File: src/rtl/scalar_bank_arb.sv
// Round-robin arbiter sharing the two ports of a dual-port scalar bank among NREQ requesters.
// Port 1 takes the next non-conflicting requester after the port-0 winner; reads route back.
module scalar_bank_arb #(
  parameter int unsigned NREQ    = 4,
  parameter int unsigned BYTE_AW = 12,
  parameter int unsigned DW      = 32,
  parameter int unsigned IW      = $clog2(NREQ)
) (
  input  logic                    clk,
  input  logic                    rstn,
  input  logic [NREQ-1:0]         req,
  input  logic [NREQ-1:0]         req_we,
  input  logic [2*NREQ-1:0]       req_len,
  input  logic [BYTE_AW*NREQ-1:0] req_adr,
  input  logic [DW*NREQ-1:0]      req_din,
  output logic [NREQ-1:0]         gnt,
  output logic [NREQ-1:0]         rd_vld,
  output logic [DW*NREQ-1:0]      rd_data,
  output logic                    bank_re0,
  output logic                    bank_re1,
  output logic                    bank_we0,
  output logic                    bank_we1,
  output logic [1:0]              bank_len0,
  output logic [1:0]              bank_len1,
  output logic [BYTE_AW-1:0]      bank_adr0,
  output logic [BYTE_AW-1:0]      bank_adr1,
  output logic [DW-1:0]           bank_din0,
  output logic [DW-1:0]           bank_din1,
  input  logic [DW-1:0]           bank_dout0,
  input  logic [DW-1:0]           bank_dout1,
  input  logic                    bank_dout0_vld,
  input  logic                    bank_dout1_vld
);

  logic [IW-1:0] rr_ptr_q, rr_ptr_d;
  logic          own0_vld_q, own1_vld_q;
  logic [IW-1:0] own0_idx_q, own1_idx_q;

  logic          p0_vld, p1_vld;
  logic [IW-1:0] p0_idx, p1_idx, last_idx;
  logic [NREQ-1:0] req_act;

  logic [BYTE_AW-3:0] word_adr [NREQ];
  logic [BYTE_AW-1:0] adr_a    [NREQ];
  logic [1:0]         len_a    [NREQ];
  logic [DW-1:0]      din_a    [NREQ];

  for (genvar g = 0; g < int'(NREQ); g++) begin : g_unpack
    assign adr_a[g]    = req_adr[g*BYTE_AW +: BYTE_AW];
    assign word_adr[g] = req_adr[g*BYTE_AW+2 +: BYTE_AW-2];
    assign len_a[g]    = req_len[g*2 +: 2];
    assign din_a[g]    = req_din[g*DW +: DW];
  end

  function automatic logic [IW-1:0] rot(input logic [IW-1:0] base, input int unsigned off);
    return IW'((int'(base) + off) % NREQ);
  endfunction

  // Requests are masked during reset so nothing reaches the bank or the pointer.
  assign req_act = req & {NREQ{rstn}};

  always_comb begin
    p0_vld = 1'b0;
    p0_idx = '0;
    for (int unsigned k = 0; k < NREQ; k++) begin
      if (!p0_vld && req_act[rot(rr_ptr_q, k)]) begin
        p0_vld = 1'b1;
        p0_idx = rot(rr_ptr_q, k);
      end
    end
  end

  // A same-word candidate is skipped only when either side writes.
  always_comb begin
    p1_vld = 1'b0;
    p1_idx = '0;
    for (int unsigned k = 1; k < NREQ; k++) begin
      if (p0_vld && !p1_vld && req_act[rot(p0_idx, k)] &&
          !((word_adr[rot(p0_idx, k)] == word_adr[p0_idx]) &&
            (req_we[rot(p0_idx, k)] || req_we[p0_idx]))) begin
        p1_vld = 1'b1;
        p1_idx = rot(p0_idx, k);
      end
    end
  end

  always_comb begin
    gnt = '0;
    if (p0_vld) gnt[p0_idx] = 1'b1;
    if (p1_vld) gnt[p1_idx] = 1'b1;
  end

  assign bank_re0  = p0_vld & ~req_we[p0_idx];
  assign bank_we0  = p0_vld &  req_we[p0_idx];
  assign bank_len0 = p0_vld ? len_a[p0_idx] : '0;
  assign bank_adr0 = p0_vld ? adr_a[p0_idx] : '0;
  assign bank_din0 = p0_vld ? din_a[p0_idx] : '0;

  assign bank_re1  = p1_vld & ~req_we[p1_idx];
  assign bank_we1  = p1_vld &  req_we[p1_idx];
  assign bank_len1 = p1_vld ? len_a[p1_idx] : '0;
  assign bank_adr1 = p1_vld ? adr_a[p1_idx] : '0;
  assign bank_din1 = p1_vld ? din_a[p1_idx] : '0;

  assign last_idx = p1_vld ? p1_idx : p0_idx;
  assign rr_ptr_d = p0_vld ? rot(last_idx, 1) : rr_ptr_q;

  always_ff @(posedge clk or negedge rstn) begin
    if (!rstn) begin
      rr_ptr_q   <= '0;
      own0_vld_q <= 1'b0;
      own1_vld_q <= 1'b0;
      own0_idx_q <= '0;
      own1_idx_q <= '0;
    end else begin
      rr_ptr_q   <= rr_ptr_d;
      own0_vld_q <= bank_re0;
      own1_vld_q <= bank_re1;
      own0_idx_q <= p0_idx;
      own1_idx_q <= p1_idx;
    end
  end

  always_comb begin
    rd_vld  = '0;
    rd_data = '0;
    if (own0_vld_q && bank_dout0_vld) begin
      rd_vld[own0_idx_q]             = 1'b1;
      rd_data[own0_idx_q*DW +: DW]   = bank_dout0;
    end
    if (own1_vld_q && bank_dout1_vld) begin
      rd_vld[own1_idx_q]             = 1'b1;
      rd_data[own1_idx_q*DW +: DW]   = bank_dout1;
    end
  end

`ifndef SYNTHESIS
  a_bank0_ret: assert property (@(posedge clk) disable iff (!rstn) own0_vld_q |-> bank_dout0_vld)
    else $error("bank port 0 missed read return");
  a_bank1_ret: assert property (@(posedge clk) disable iff (!rstn) own1_vld_q |-> bank_dout1_vld)
    else $error("bank port 1 missed read return");
`endif

endmodule
File: config.mk
export PLATFORM = sky130hd
export DESIGN_NAME = scalar_bank_arb
export DESIGN_NICKNAME = d
export VERILOG_FILES = /design/src/rtl/scalar_bank_arb.sv
export SDC_FILE = /design/constraint.sdc
export NUM_CORES = 1
export LEC_CHECK = 0
export ABC_AREA = 1
export BUFFER_PORTS_ARGS = -buffer_cell sky130_fd_sc_hd__buf_2
export CORE_AREA = 3 3 192 194
export CTS_CLUSTER_SIZE = 12
export DETAILED_ROUTE_END_ITERATION = 16
export DIE_AREA = 0 0 195 197
export PLACE_DENSITY = 0.53
export RECOVER_POWER = 25
export SYNTH_ARGS = -nofsm -noshare
export SYNTH_HDL_FRONTEND = slang
export SYNTH_SLANG_ARGS = --single-unit
File: constraint.sdc
create_clock -name clk -period 10.6 [get_ports clk]
set_clock_uncertainty 0.2 [all_clocks]
set_input_delay 2.12 -clock clk [delete_from_list [all_inputs] [get_ports clk]]
set_output_delay 2.12 -clock clk [all_outputs]
set_load 0.05 [all_outputs]
==> results_dict.tcl, run 1 <==
set metrics [dict create \
    grt_max_degree 197 \
    hp-class "flop to flop" \
    hold_violations 0 \
    syn_inst 1744 \
    status "complete, but fails checks" \
    syn_nets 2021 \
    fp.coreArea_mm2 0.0354 \
    wl_mm 51.9 \
    syn_area_mm2 0.00829 \
    io_pins 492 \
    violations "capacitance limit, slew limit" \
    worstMarginPinSlew_ns 2.00 \
    gp_congestion 1.01 \
    cp_slowest_cell "inv_1" \
    cts_hold_buf 0 \
    multi_input_area_mm2 0.00666 \
    die_w_um 195 \
    synth_seq_cells 8 \
    finalMaxSlewViolations 100 \
    start_util_pct 23.4 \
    yosys.cell_types.count 33 \
    grt_usage_pct 24.9 \
    relSlewSlack_pct -33.4 \
    async_reset_ff_share_pct 100 \
    regArea_um2 200 \
    dr.pass1.iters 6 \
    cts_htree_levels 1 \
    worstSetupPathType "input pin to primary output" \
    grt_first_pass_wirelength_mm 76.5 \
    cts-resized-gates 0 \
    crit_top_cell "nand2_1" \
    clkTransAtPathRegs_ns 0.04 \
    area_growth_syn_to_layout_pct 32.7 \
    synth_most_common_cell "nand2_1" \
    cts_setup_buffers 0 \
    synth_edf_count 0 \
    cp.arrival_ns 7.66 \
    worstSkewPairLatency_ns 0.23 \
    period_share_pct 94.1 \
    die-area_mm2 0.0384 \
    whs_ns 0.531 \
    die_h_um 197 \
    startpoint_type "input pin" \
    crit_required_ns 8.28 \
    vias 13600 \
    final.fill_count 4177 \
    synth_ff_type "dfrtp_1" \
    finalCriticalPeriod_ns 9.98 \
    fin_nets 2395 \
    port_buffers 491 \
    cts_buffers 3 \
    yosys-top-cells-area "nand2_1 27%, nand3_1 19%, inv_1 9.4%, o22ai_1 7.8%, a21oi_1 5.3%" \
    cts_num_sinks 8 \
    grt_pass1_vias 12700 \
    drive_gt1_share_pct 23.0 \
    setup_viol 0 \
    syn_area_per_cell_um2 4.75 \
    dp.final_hpwl_mm 39.4 \
    maxCapViolCount 3 \
    yosysTopAreaCell "nand2_1" \
    rsz0062_at_grt "no" \
    globalRouteOverflowTotal 0 \
    synth_top_area_share_pct 27.2 \
    num_rows 69 \
    antenna_found_initial 7 \
    antenna_left 0 \
    setup_tns_ns 0 \
    cp_max_fo 53 \
    cp-end-kind "primary output" \
    ys_seq_area_share_pct 2.41 \
    root_buffer "clkbuf_16" \
    wl_per_cell_um 20.1 \
    ys_warn_count 0 \
    cts_tree "done" \
    max_freq_ghz 0.100 \
    synth.top_cells.by_count "600 x nand2_1, 321 x nand3_1, 208 x inv_1, 103 x o22ai_1, 88 x a21oi_1" \
    drc 0 \
    cts_buffer_depth 2 \
    viasPerCell 5.27 \
    critPathMaxStageDelay_ns 0.57 \
    drtIter0Drc 844 \
]
==> per-layer routing <==
metal | global-route usage, % | part of all wire, % | up-vias | routed length, µm
li1 | - | - | 6557 | -
met1 | 28.5 | 37 | 6252 | 19400
met2 | 46.3 | 51 | 725 | 26300
met3 | 3.98 | 8.0 | 78 | 4140
met4 | 9.61 | 4.0 | 0 | 2070
met5 | 0 | 0 | - | 0
==> kinds of logic (layout without fill, tap and decap cells) <==
kind of cell | after synthesis | in the layout | synth area share (%)
and+or+nand+nor | 1031 | 1031 | 52.6
buffers and inverters | 358 | 730 | 17.9
AOI/OAI and AO/OA | 325 | 325 | 24.0
adders and majority gates | 17 | 17 | 2.57
DFF | 8 | 8 | 2.41
xor gates and xnor gates | 5 | 5 | 0.528
other | 0 | 8 | 0
==> registers in the layout (all words and copies together), names as in the netlist <==
name        count
rr_ptr_q        2
own0_vld_q      1
own0_idx_q      2
own1_vld_q      1
own1_idx_q      2
==> cell usage in the layout (no fill, tap or decap), types with 3 or more instances in the layout <==
| master | Yosys | layout |
|---|---|---|
| diode_2 | 0 | 8 |
| inv_1 | 208 | 207 |
| clkbuf_16 | 0 | 3 |
| nor3_1 | 3 | 3 |
| a311oi_1 | 36 | 36 |
| nand2_1 | 600 | 599 |
| nand4_1 | 6 | 6 |
| buf_2 | 43 | 441 |
| buf_12 | 0 | 8 |
| a21oi_1 | 88 | 87 |
| dfrtp_1 | 8 | 8 |
| nor2_1 | 87 | 86 |
| xnor2_1 | 4 | 4 |
| buf_4 | 7 | 14 |
| o21ai_1 | 15 | 15 |
| inv_2 | 4 | 4 |
| nand2_2 | 4 | 3 |
| o22ai_1 | 103 | 103 |
| nand2_4 | 3 | 4 |
| nand3_1 | 321 | 320 |
| o32ai_1 | 24 | 24 |
| o21ai_0 | 55 | 55 |
| clkbuf_1 | 71 | 51 |
| ha_1 | 17 | 16 |
==> area by class of cell <==
class / count / share of cell area [%]
Antenna cell: 8 / 0.182
Clock buffer: 3 / 0.682
Inverter: 212 / 7.27
Multi-Input combinational cell: 1378 / 60.5
Sequential cell: 8 / 1.82
Tap cell: 461 / 5.24
Timing Repair Buffer: 514 / 24.2
Timing Repair inverter: 1 / 0.0682
==> critical path: cells and delay by family <==
| kind | cells | cell delay, ns |
|---|---|---|
| compound gates | 1 | 0.18 |
| fa+ha+maj | 1 | 0.31 |
| simple gates | 22 | 3.31 |
| buf+inv | 5 | 1.70 |
==> through the flow <==
step                      instances  area, µm²  setup slack [ns]  util (%)
after CTS                      2576      11000             0.502      31.2
after floorplan                1744       8290              1.54         -
after global routing           2582      11000             0.146      31.1
final                          2585      11000             0.624      31.1
after detailed placement       2573      11000             0.513      31.0
after global placement         2573      11000             0.585      31.0
==> path summary, 6_finish.rpt <==
check                           slack (ns)            end        start  cells after the start
worst max-delay path                  0.62       bank_we1         rstn                     29
worst min-delay path                  0.53    rr_ptr_q[1]  rr_ptr_q[1]                      2
worst max register to register        4.97     own1_vld_q  rr_ptr_q[0]                     25
worst min register to register        0.53    rr_ptr_q[1]  rr_ptr_q[1]                      2
max in group asynchronous             8.38     own0_vld_q         rstn                      1
min in group asynchronous             1.58  own1_idx_q[0]         rstn                      1
Power of run 1 is not shown: default switching activity piles up to over one toggle a cycle in this logic, so the estimate is an artifact.
==> run 2: changes to the inputs <==
--- a/config.mk
+++ b/config.mk
@@ -6,7 +6,7 @@
 export NUM_CORES = 1
 export LEC_CHECK = 0
 export ABC_AREA = 1
-export BUFFER_PORTS_ARGS = -buffer_cell sky130_fd_sc_hd__buf_2
+export BUFFER_PORTS_ARGS = -buffer_cell sky130_fd_sc_hd__clkbuf_2
 export CORE_AREA = 3 3 192 194
 export CTS_CLUSTER_SIZE = 12
 export DETAILED_ROUTE_END_ITERATION = 16
==> run 2 against run 1 <==
Effect of this change: the run still ends with capacitance limit, slew limit left; fmax rose by 1.5%; sequential share of layout area fell by 0.059 points; critical path depth fell by 2; register-to-register slack got worse by 0.16 ns; wire length fell by 0.62%; largest cell class unchanged; flip-flop and latch count did not move; final area rose by 3.3%; non-clock buffer count rose by 3; highest routed layer unchanged; via count rose by 0.69%; core utilization rose by 1.0 points; hold slack improved by 0.023 ns.
==> results_dict.tcl, run 2 (synthesis results as in run 1) <==
set metrics [dict create \
    viasPerCell 5.31 \
    start_util_pct 23.4 \
    final_cell_mix "599 x nand2_1, 416 x clkbuf_2, 320 x nand3_1" \
    cts_num_sinks 8 \
    cts_buffers 3 \
    reg_top3 "own0_idx_q x2, own1_idx_q x2, rr_ptr_q x2" \
    worstSkewPairLatency_ns 0.23 \
    cts_buffer_depth 2 \
    layout_commonest_cell "nand2_1" \
    grt_usage_pct 24.7 \
    final.fill_count 4186 \
    gp_congestion 0.993 \
    hold_violations 0 \
    wl_mm 51.6 \
    wl_per_cell_um 20.0 \
    worstSetupPathType "input pin to primary output" \
    dr.pass1.iters 6 \
    finalCriticalPeriod_ns 9.83 \
    grt_first_pass_wirelength_mm 76.5 \
    cts_setup_buffers 0 \
    num_rows 69 \
    hp-class "flop to flop" \
    setup_viol 0 \
    crit_required_ns 8.28 \
    regArea_um2 200 \
    drtIter0Drc 955 \
    violations "capacitance limit, slew limit" \
    worstMarginPinSlew_ns 2.12 \
    rsz0062_at_grt "no" \
    cts-resized-gates 0 \
    clkTransAtPathRegs_ns 0.03 \
    cts_hold_buf 0 \
    dp.final_hpwl_mm 39.6 \
    port_buffers 491 \
    crit_top_cell "nand2_1" \
    die-area_mm2 0.0384 \
    cts_htree_levels 1 \
    setup_tns_ns 0 \
    grt_pass1_vias 13000 \
    antenna_left 0 \
    fp.coreArea_mm2 0.0354 \
    die_h_um 197 \
    cp_slowest_cell "ha_1" \
    globalRouteOverflowTotal 0 \
    die_w_um 195 \
    maxCapViolCount 3 \
    cts_tree "done" \
    met2WireLength_mm 25.9 \
    critPathMaxStageDelay_ns 0.77 \
    cp_max_fo 53 \
    drive_gt1_share_pct 23.0 \
    fin_nets 2397 \
    finalMaxSlewViolations 100 \
    relSlewSlack_pct -41.5 \
    multi_input_area_mm2 0.00666 \
    status "complete, but fails checks" \
    met3_length_mm 3.40 \
    cp-end-kind "primary output" \
    max_freq_ghz 0.102 \
    grt_max_degree 197 \
    drc 0 \
    period_share_pct 92.7 \
    startpoint_type "input pin" \
    cp.arrival_ns 7.51 \
    root_buffer "clkbuf_16" \
    antenna_found_initial 2 \
    area_growth_syn_to_layout_pct 37.2 \
    wl_met1_mm 19.8 \
    io_pins 492 \
    top_layer "met4" \
    vias 13700 \
]
-- run 2: cell types whose count changed in the layout (fill, tap and decap cells not counted) --
cell	delta
ha_2	-1
clkbuf_2	+416
buf_12	+25
buf_2	-441
inv_1	+1
ha_1	+1
clkinvlp_4	-2
diode_2	-7
buf_4	+3
-- run 2: final cells by class --
class,instances,area share (%)
Inverter,212,7.00
Timing Repair Buffer,517,26.9
Tap cell,461,5.07
Antenna cell,1,0.0220
Clock buffer,3,0.660
Multi-Input combinational cell,1378,58.6
Sequential cell,8,1.76
-- run 2: critical path, delay by kind of cell --
family                   cells  cell delay [ns]
AND/OR/NAND/NOR             20             2.90
buffers and inverters        5             1.41
AO/OA/AOI/OAI                1             0.28
adder cells (fa/ha/maj)      1             0.77
-- run 2: worst paths after layout --
check / start / to / slack, ns / cells past startpoint
setup / recovery: rstn / bank_din1[20] / 0.77 / 27
hold / removal: rr_ptr_q[1] / rr_ptr_q[1] / 0.55 / 2
setup reg to reg: rr_ptr_q[0] / own1_vld_q / 4.81 / 24
hold reg to reg: rr_ptr_q[1] / rr_ptr_q[1] / 0.55 / 2
max in group asynchronous: rstn / rr_ptr_q[1] / 8.34 / 1
min in group asynchronous: rstn / own0_idx_q[0] / 1.60 / 1
-- run 2: routing by layer --
metal / track usage (%) / up-vias
li1: - / 6556
met1: 28.9 / 6369
met2: 45.9 / 683
met3: 3.06 / 98
met4: 9.61 / 0
met5: 0 / -
-- run 2: metrics by stage --
step	utilization, %	cells	hold WS, ns	cell area [µm²]	worst slack (ns)
floorplan	-	1744	0.423	8290	1.54
global placement	32.1	2576	0.552	11400	0.818
detailed placement	32.1	2576	0.538	11400	0.774
CTS	32.3	2579	0.544	11400	0.754
global route	32.1	2580	0.580	11400	0.132
finish	32.1	2580	0.554	11400	0.769
Power of run 2 is left out for the same reason.
